File: src/rtl/ps2_scancode_rx.sv
// PS/2 device-to-host receiver: conditions the raw lines, deframes 11-bit frames and
// resolves E0/F0 prefixes into one-cycle key events with a three-event history.
module ps2_scancode_rx #(
  parameter int unsigned FILTER_LEN     = 8,
  parameter int unsigned TIMEOUT_CYCLES = 200000
) (
  input  logic        clock,
  input  logic        reset,
  input  logic        ps2_clk,
  input  logic        ps2_data,
  output logic        key_valid,
  output logic [7:0]  key_code,
  output logic        key_ext,
  output logic        key_break,
  output logic        frame_err,
  output logic [29:0] scancode
);

  localparam int unsigned FW = $clog2(FILTER_LEN + 1);
  localparam int unsigned TW = $clog2(TIMEOUT_CYCLES + 1);
  localparam logic [FW-1:0] FILT_LAST = FW'(FILTER_LEN - 1);
  localparam logic [TW-1:0] TO_LAST   = TW'(TIMEOUT_CYCLES - 1);

  typedef enum logic [1:0] {
    IDLE  = 2'd0,
    DATA  = 2'd1,
    CHECK = 2'd2
  } state_t;

  // Good frame: odd parity over data+parity bit and stop bit high.
  function automatic logic frame_ok(input logic [9:0] frm);
    return (^frm[8:0]) & frm[9];
  endfunction

  logic          clk_meta_r, clk_sync_r, clk_filt_r, clk_filt_d_r;
  logic          data_meta_r, data_sync_r, data_filt_r;
  logic [FW-1:0] clk_cnt_r, data_cnt_r;
  logic          fall_s;

  state_t        state_r;
  logic [3:0]    bit_cnt_r;
  logic [9:0]    shift_r;
  logic [TW-1:0] to_cnt_r;
  logic          ext_pend_r, brk_pend_r;
  logic          key_valid_r, frame_err_r, key_ext_r, key_break_r;
  logic [7:0]    key_code_r;
  logic [29:0]   scancode_r;

  assign fall_s = clk_filt_d_r & ~clk_filt_r;

  // Synchronize both lines and require FILTER_LEN cycles of a new level before accepting it.
  always_ff @(posedge clock) begin
    if (!reset) begin
      clk_meta_r   <= 1'b1;
      clk_sync_r   <= 1'b1;
      clk_filt_r   <= 1'b1;
      clk_filt_d_r <= 1'b1;
      data_meta_r  <= 1'b1;
      data_sync_r  <= 1'b1;
      data_filt_r  <= 1'b1;
      clk_cnt_r    <= '0;
      data_cnt_r   <= '0;
    end else begin
      clk_meta_r   <= ps2_clk;
      clk_sync_r   <= clk_meta_r;
      data_meta_r  <= ps2_data;
      data_sync_r  <= data_meta_r;
      clk_filt_d_r <= clk_filt_r;
      if (clk_sync_r == clk_filt_r) begin
        clk_cnt_r <= '0;
      end else if (clk_cnt_r == FILT_LAST) begin
        clk_cnt_r  <= '0;
        clk_filt_r <= clk_sync_r;
      end else begin
        clk_cnt_r <= clk_cnt_r + FW'(1);
      end
      if (data_sync_r == data_filt_r) begin
        data_cnt_r <= '0;
      end else if (data_cnt_r == FILT_LAST) begin
        data_cnt_r  <= '0;
        data_filt_r <= data_sync_r;
      end else begin
        data_cnt_r <= data_cnt_r + FW'(1);
      end
    end
  end

  // Frame FSM, prefix tracking and registered event outputs.
  always_ff @(posedge clock) begin
    if (!reset) begin
      state_r     <= IDLE;
      bit_cnt_r   <= 4'd0;
      shift_r     <= 10'd0;
      to_cnt_r    <= '0;
      ext_pend_r  <= 1'b0;
      brk_pend_r  <= 1'b0;
      key_valid_r <= 1'b0;
      frame_err_r <= 1'b0;
      key_ext_r   <= 1'b0;
      key_break_r <= 1'b0;
      key_code_r  <= 8'd0;
      scancode_r  <= 30'd0;
    end else begin
      key_valid_r <= 1'b0;
      frame_err_r <= 1'b0;
      case (state_r)
        IDLE: begin
          to_cnt_r <= '0;
          if (fall_s) begin
            if (!data_filt_r) begin
              state_r   <= DATA;
              bit_cnt_r <= 4'd1;
            end else begin
              frame_err_r <= 1'b1;
            end
          end
        end
        DATA: begin
          if (fall_s) begin
            to_cnt_r  <= '0;
            shift_r   <= {data_filt_r, shift_r[9:1]};
            bit_cnt_r <= bit_cnt_r + 4'd1;
            if (bit_cnt_r == 4'd10) begin
              state_r <= CHECK;
            end
          end else if (to_cnt_r == TO_LAST) begin
            to_cnt_r    <= '0;
            bit_cnt_r   <= 4'd0;
            frame_err_r <= 1'b1;
            state_r     <= IDLE;
          end else begin
            to_cnt_r <= to_cnt_r + TW'(1);
          end
        end
        CHECK: begin
          state_r   <= IDLE;
          bit_cnt_r <= 4'd0;
          if (!frame_ok(shift_r)) begin
            frame_err_r <= 1'b1;
            ext_pend_r  <= 1'b0;
            brk_pend_r  <= 1'b0;
          end else if (shift_r[7:0] == 8'hE0) begin
            ext_pend_r <= 1'b1;
          end else if (shift_r[7:0] == 8'hF0) begin
            brk_pend_r <= 1'b1;
          end else begin
            key_valid_r <= 1'b1;
            key_code_r  <= shift_r[7:0];
            key_ext_r   <= ext_pend_r;
            key_break_r <= brk_pend_r;
            scancode_r  <= {scancode_r[19:0], brk_pend_r, ext_pend_r, shift_r[7:0]};
            ext_pend_r  <= 1'b0;
            brk_pend_r  <= 1'b0;
          end
        end
        default: begin
          state_r   <= IDLE;
          bit_cnt_r <= 4'd0;
        end
      endcase
    end
  end

  assign key_valid = key_valid_r;
  assign frame_err = frame_err_r;
  assign key_code  = key_code_r;
  assign key_ext   = key_ext_r;
  assign key_break = key_break_r;
  assign scancode  = scancode_r;

endmodule

File: config.mk
export PLATFORM = sky130hd
export DESIGN_NAME = ps2_scancode_rx
export DESIGN_NICKNAME = d
export VERILOG_FILES = /design/src/rtl/ps2_scancode_rx.sv
export SDC_FILE = /design/constraint.sdc
export NUM_CORES = 1
export LEC_CHECK = 0
export BUFFER_PORTS_ARGS = -buffer_cell sky130_fd_sc_hd__buf_2
export CORE_AREA = 4 4 95 106
export CTS_CLUSTER_DIAMETER = 30
export CTS_CLUSTER_SIZE = 40
export DETAILED_ROUTE_END_ITERATION = 7
export DIE_AREA = 0 0 99 110
export SLEW_MARGIN = 20
export SYNTH_ARGS = -nofsm -noshare
export SYNTH_HDL_FRONTEND = slang
export SYNTH_SLANG_ARGS = --single-unit
File: constraint.sdc
create_clock -name clock -period 3.7 [get_ports clock]
set_input_delay 0.37 -clock clock [delete_from_list [all_inputs] [get_ports clock]]
set_output_delay 0.37 -clock clock [all_outputs]
set_load 0.03 [all_outputs]
==> impl_metrics.ini, run 1 <==
[yosys]
synth_top_cell_by_area = dfxtp_1
synth_cell_types = 45
avgSynthCellArea_sq_um = 9.28
ys_seq_area_frac = 0.470
yosys_warnings = 0
syn_area_sq_um = 3540
synth_edf_count = 0
synthArstFlopShare = 0
synth_ff_type = dfxtp_1
synth_top_area_frac = 0.470
synthTopCellsByArea = dfxtp_1 47%, mux2i_1 9.6%, nor2_1 5.7%
syn_inst = 381
ys_seq_elements = 83
synthesis.nets = 395

[critical_path]
slowest_stage = buf_4
cp_max_fo = 31
critPathLaunch = shift_r[1]
r2r-start = shift_r[1]
critPathKind = flip-flop to flip-flop
r2r_setup_slack_ns = 1.45
critPathRequiredTime_ns = 3.92
arrival_ns = 2.48
reg2regPathDepth = 8
start_kind = flip-flop
end_kind = flip-flop
r2r_end = scancode[24]
cpPeakStageDelay_ns = 0.43
crit_chain = inv_1, ha_1, xnor3_1, xnor2_2, nand4_2, buf_4, mux2i_1, nor2_1
endpoint = scancode[24]

[floorplan]
start_util = 0.399
ios = 46
die_x_um = 99
die_y_um = 110
rows = 36
dieArea_sq_um = 10900
core-area_sq_um = 8870

[power]
power_mw = 1.71
p_per_area_nw_per_um2 = 425
p_leak_nw = 1.80
combinationalPowerShare = 0.010
pwr-share-clk = 0.464
switching_power_mw = 0.353
peakVddDrop_mv = 0.214
seq_power_share = 0.525
p_int_mw = 1.35
sw_frac_of_total = 0.207

[final_layout]
fillCellCount = 875
stdcell_count = 534
num_antenna_cells = 0
syn2layout_area_growth_pct = 13.5
final_area_sq_um = 4020
layout.nets = 429
multi_input_area_sq_um = 1680
drive_gt1_frac = 0.169
seqCellArea_sq_um = 1660

[cts]
cts_hold_buffers = 0
root_buffer = clkbuf_8
worstSkewPairLatency_ns = 0.35
clock_path_buffers = 2
clock_sinks = 83
clk_pin_slew_worst_paths_ns = 0.08
cts_tree = yes
numCtsBuffers = 9
cts_resized = 0
cts-htree-levels = 3
cts_setup_buffers = 0

[grt]
grt_pass1_wl_um = 11500
grt_pass1_vias = 2587
grt_overflow = 0
antenna_found_initial = 0
grt_start_max_net_pins = 32
grtUsageTotal = 0.129

[hold_path]
hp-start = ps2_clk
hold_class = input port to flip-flop

[place]
io_buffers = 45
dp_cells = 518
place_hpwl_um = 4480
placed_area_sq_um = 3770
place_congestion = 0.747

[detailed_routing]
ant_nets = 0
wire_per_inst_um = 12.2
drc = 0
drt-pass1-iter-count = 4
num_vias = 2699
routed_wl_um = 6530
vias_per_cell = 5.05
drt_iter0_markers = 87

[sta]
rsz0062_at_grt = false
maxSlewHeadroom = 0.433
hold_violations = 0
period_needed_ns = 2.25
fin_setup_tns_ns = 0
maxSlewViolCount = 0
period_share = 0.609
final-setup-viol-count = 0
clock_skew_ns = 0.0103
worst_pin_slew_ns = 0.847
fmax_mhz = 444

[status]
status = finished clean

[job]
cap_violations = 0
## layer usage
metal,GRT usage,share of wire,vias to the layer above
met2,0.222,0.47,51
met4,0.0624,0.019,0
met1,0.154,0.45,1265
li1,-,-,1372
met5,0,0,-
met3,0.0252,0.051,11
## placed cells by master, fill, tap and decap left out, drive strengths merged, types with 3 or more instances in the layout
cell type	n
xnor2	7
a21oi	27
and4	6
o21ai	6
nand4	7
inv	14
dfxtp	83
nand2	36
mux2i	34
clkbuf	9
nand3	15
xor2	9
nor3	4
buf	47
and3	4
nand3b	4
bufinv	3
ha	10
nor2	54
nand2b	8
## cell families (layout without fill, tap and decap cells)
| group | after synthesis | after routing | share of synthesized area |
|---|---|---|---|
| AND/OR/NAND/NOR | 150 | 150 | 0.204 |
| flip-flops | 83 | 83 | 0.470 |
| AO/OA/AOI/OAI | 49 | 49 | 0.0863 |
| buffers and inverters | 37 | 76 | 0.0566 |
| multiplexers | 35 | 35 | 0.0994 |
| XOR/XNOR | 17 | 17 | 0.0481 |
| adder cells (fa/ha/maj) | 10 | 10 | 0.0354 |
## cell type report
class | count | area share
clock buffers | 9 | 0.0308
clock inverters | 7 | 0.0308
inverters | 13 | 0.0121
multi-input cells | 261 | 0.417
flip-flops and latches | 83 | 0.414
well taps | 114 | 0.0355
repair buffers | 47 | 0.0598
## cell usage after synthesis, drive strengths merged (4+ instances only)
| cell type | instances |
|---|---|
| clkbuf | 10 |
| o21ai | 6 |
| xor2 | 9 |
| nor2 | 54 |
| and3 | 4 |
| and4 | 6 |
| inv | 12 |
| a21oi | 27 |
| nor3 | 4 |
| ha | 10 |
| nand3 | 15 |
| nand2b | 8 |
| dfxtp | 83 |
| nand3b | 4 |
| xnor2 | 7 |
| nand4 | 7 |
| buf | 14 |
| mux2i | 34 |
| nand2 | 36 |
## power groups by stage
stage          clock [mW]  sequential (mW)  combinational, mW
5_1_grt             0.856            0.897             0.0199
2_1_floorplan           0            0.917             0.0130
3_5_place_dp            0            0.917             0.0180
4_1_cts             0.821            0.896             0.0180
6_report            0.792            0.896             0.0177
3_3_place_gp            0            0.917             0.0176
## sequential cells by signal (all words and copies together) (netlist names)
signal and cells:
data_cnt_r 4, shift_r 10, clk_cnt_r 4, key_valid 1, ext_pend_r 1, clk_filt_r 1, clk_filt_d_r 1, clk_meta_r 1
data_filt_r 1, bit_cnt_r 4, frame_err 1, state_r 2, brk_pend_r 1, clk_sync_r 1, to_cnt_r 18, data_meta_r 1
scancode 23, data_sync_r 1, key_code 7
## critical path: cells and delay by family, from the launching register on
family / cells / cell delay [ns]
mux: 1 / 0.26
simple gates: 2 / 0.15
flops: 1 / 0.37
buf+inv: 2 / 0.49
xor+xnor: 2 / 0.55
fa+ha+maj: 1 / 0.28
## worst min-delay path by stage
stage / endpoint / slack [ns] / depth (start not counted)
6_report: clk_meta_r / 0.19 / 2
5_1_grt: clk_meta_r / 0.19 / 2
4_1_cts: clk_meta_r / 0.18 / 2
3_5_place_dp: data_sync_r / 0.40 / 1
3_3_place_gp: data_sync_r / 0.39 / 1
2_1_floorplan: clk_sync_r / 0.39 / 1
## per-stage QoR
step            util  hold WS [ns]  worst slack [ns]
2_1_floorplan      -         0.386              1.77
3_3_place_gp   0.425         0.390              1.43
3_5_place_dp   0.425         0.396              1.38
4_1_cts        0.453         0.177              1.42
5_1_grt        0.453         0.194              1.28
6_report       0.453         0.195              1.45
No activity file was read; power rests on OpenSTA's default activity.
==> run 2: changes to the inputs <==
--- a/config.mk
+++ b/config.mk
@@ -5,12 +5,13 @@
 export SDC_FILE = /design/constraint.sdc
 export NUM_CORES = 1
 export LEC_CHECK = 0
+export ABC_AREA = 1
 export BUFFER_PORTS_ARGS = -buffer_cell sky130_fd_sc_hd__buf_2
-export CORE_AREA = 4 4 95 106
+export CORE_AREA = 4 4 98 110
 export CTS_CLUSTER_DIAMETER = 30
 export CTS_CLUSTER_SIZE = 40
 export DETAILED_ROUTE_END_ITERATION = 7
-export DIE_AREA = 0 0 99 110
+export DIE_AREA = 0 0 102 114
 export SLEW_MARGIN = 20
 export SYNTH_ARGS = -nofsm -noshare
 export SYNTH_HDL_FRONTEND = slang
==> constraint.sdc (replaced) <==
create_clock -name clock -period 2.4 [get_ports clock]
set_input_delay 0.24 -clock clock [delete_from_list [all_inputs] [get_ports clock]]
set_output_delay 0.24 -clock clock [all_outputs]
set_load 0.03 [all_outputs]
==> run 2 against run 1 <==
Synthesized cell count up 41%; critical path type unchanged; register-to-register slack worse by 1.1 ns; critical path depth up 3; wire length up 15%; synthesized area up 7.3%; count of clock-buffer cells in the layout unchanged; non-clock buffer count up 2; highest routed layer unchanged.
==> impl_metrics.ini, run 2 <==
[status]
status = finished clean

[detailed_routing]
routed_wl_um = 7500
ant_nets = 0
vias_per_cell = 4.63
drt-pass1-iter-count = 5
wire_per_inst_um = 10.7
drt_iter0_markers = 91
num_vias = 3234
drc = 0

[yosys]
syn_inst = 538
synth_commonest_cells = 125 x nand2_1, 106 x nor2_1, 83 x dfxtp_1
synthesis.nets = 552
yosysMostFrequentCell = nand2_1
synth_ff_type = dfxtp_1
avgSynthCellArea_sq_um = 7.06
yosys_warnings = 0
synth_edf_count = 0
syn_area_sq_um = 3800
synth_top_cell_by_area = dfxtp_1
ys_seq_area_frac = 0.438
synth_top_area_frac = 0.438
synth_cell_types = 34
synthArstFlopShare = 0
synthTopCellsByArea = dfxtp_1 44%, nand2_1 12%, nor2_1 10%
ys_seq_elements = 83

[sta]
rsz0062_at_grt = false
maxSlewViolCount = 0
worst_pin_slew_ns = 0.564
hold_violations = 0
clock_skew_ns = 0.00924
period_needed_ns = 2.08
maxSlewHeadroom = 0.624
final-setup-viol-count = 0
fmax_mhz = 480
fin_setup_tns_ns = 0
period_share = 0.868

[final_layout]
num_antenna_cells = 0
syn2layout_area_growth_pct = 12.2
largest_reg_flops = 23
drive_gt1_frac = 0.142
layout.nets = 587
layout_common_cells = 125 x nand2_1, 106 x nor2_1, 83 x dfxtp_1
final_common_cell = nand2_1

[critical_path]
cp_max_fo = 61
slowest_stage = buf_4
critPathRequiredTime_ns = 2.65
end_kind = flip-flop
arrival_ns = 2.34
critPathLaunch = shift_r[4]
cpPeakStageDelay_ns = 0.48
critPathKind = flip-flop to flip-flop
cpMostUsedCell = nand2_1
r2r-start = shift_r[4]
crit_chain = inv_1, ha_1, inv_1, nand2_1, nand3_1, nand3_1, nand4_1, buf_4, nand2_1, nand2_1, nor2_1
start_kind = flip-flop

[hold_path]
hold_class = input port to flip-flop
hp-start = ps2_data

[cts]
cts_setup_buffers = 0
root_buffer = clkbuf_8
clock_path_buffers = 2
clock_sinks = 83
cts_resized = 0
cts-htree-levels = 3
cts_tree = yes
worstSkewPairLatency_ns = 0.35
numCtsBuffers = 9
clk_pin_slew_worst_paths_ns = 0.09
cts_hold_buffers = 0

[floorplan]
die_x_um = 102
dieArea_sq_um = 11600
rows = 38
start_util = 0.391
die_y_um = 114
core-area_sq_um = 9700
ios = 46

[place]
place_hpwl_um = 5170
place_congestion = 0.810
io_buffers = 45

[grt]
antenna_found_initial = 0
grt_overflow = 0
grt_pass1_wl_um = 12900
grt_pass1_vias = 2954
grt_start_max_net_pins = 62
grtUsageTotal = 0.134

[power]
p_per_area_nw_per_um2 = 571
power_mw = 2.43
peakVddDrop_mv = 0.251
p_leak_nw = 2.13

[job]
cap_violations = 0
run 2: cell count changes after synthesis, moves of 4 or more:
cell / before / now
mux2i_1: 34 / 0
nand3_1: 15 / 26
xnor2_1: 6 / 2
o21ai_0: 5 / 18
nor2_1: 54 / 106
nand2b_1: 8 / 0
inv_1: 12 / 69
and4_1: 6 / 0
nand2_1: 36 / 125
or2_2: 0 / 5
run 2: layout make-up:
type | count | area (sq um)
clock buffer | 9 | 124
tap | 120 | 150
fill | 1023 | 5440
sequential | 83 | 1660
clock inverter | 7 | 76.3
inverter | 72 | 273
timing repair buffer | 49 | 255
multi-input combinational | 358 | 1720
run 2: path summary, 6_finish.rpt:
| kind | end | slack [ns] | cells after the start |
|---|---|---|---|
| max | scancode[14] | 0.32 | 11 |
| min reg2reg | clk_sync_r | 0.42 | 1 |
| max reg2reg | scancode[14] | 0.32 | 11 |
| min | data_meta_r | 0.08 | 2 |
run 2: stage by stage:
| step | instances | cell area [sq um] | setup slack (ns) | utilization | hold WS [ns] |
|---|---|---|---|---|---|
| after floorplan | 538 | 3800 | 0.734 | - | 0.347 |
| after global placement | 682 | 4060 | 0.357 | 0.418 | 0.397 |
| after detailed placement | 682 | 4060 | 0.290 | 0.418 | 0.400 |
| after CTS | 698 | 4260 | 0.273 | 0.439 | 0.0604 |
| after global routing | 698 | 4260 | 0.0361 | 0.439 | 0.0713 |
| final | 698 | 4260 | 0.316 | 0.439 | 0.0770 |
run 2: critical path, delay by kind of cell, from the launching register on:
family | cells | cell delay, ns
flip-flops | 1 | 0.38
buffers and inverters | 3 | 0.65
adder cells (fa/ha/maj) | 1 | 0.33
AND/OR/NAND/NOR | 7 | 0.62
run 2: cells by family after synthesis:
logic type	share of synthesized area
flops	0.438
simple gates	0.318
compound gates	0.0735
xor+xnor	0.0277
buf+inv	0.110
fa+ha+maj	0.0330
run 2: report_power, final:
group	switching [mW]	internal (mW)	leakage, nW	total [mW]
Sequential	0.00185	1.38	0.669	1.38
Combinational	0.0216	0.00849	1.36	0.0301
Clock	0.530	0.490	0.102	1.02
run 2: per-layer routing:
metal | global-route usage | part of all wire | vias up
met4 | 0.0560 | 0.014 | 0
met5 | 0 | 0 | -
met3 | 0.0202 | 0.045 | 9
met2 | 0.228 | 0.46 | 64
met1 | 0.168 | 0.48 | 1434
li1 | - | - | 1727
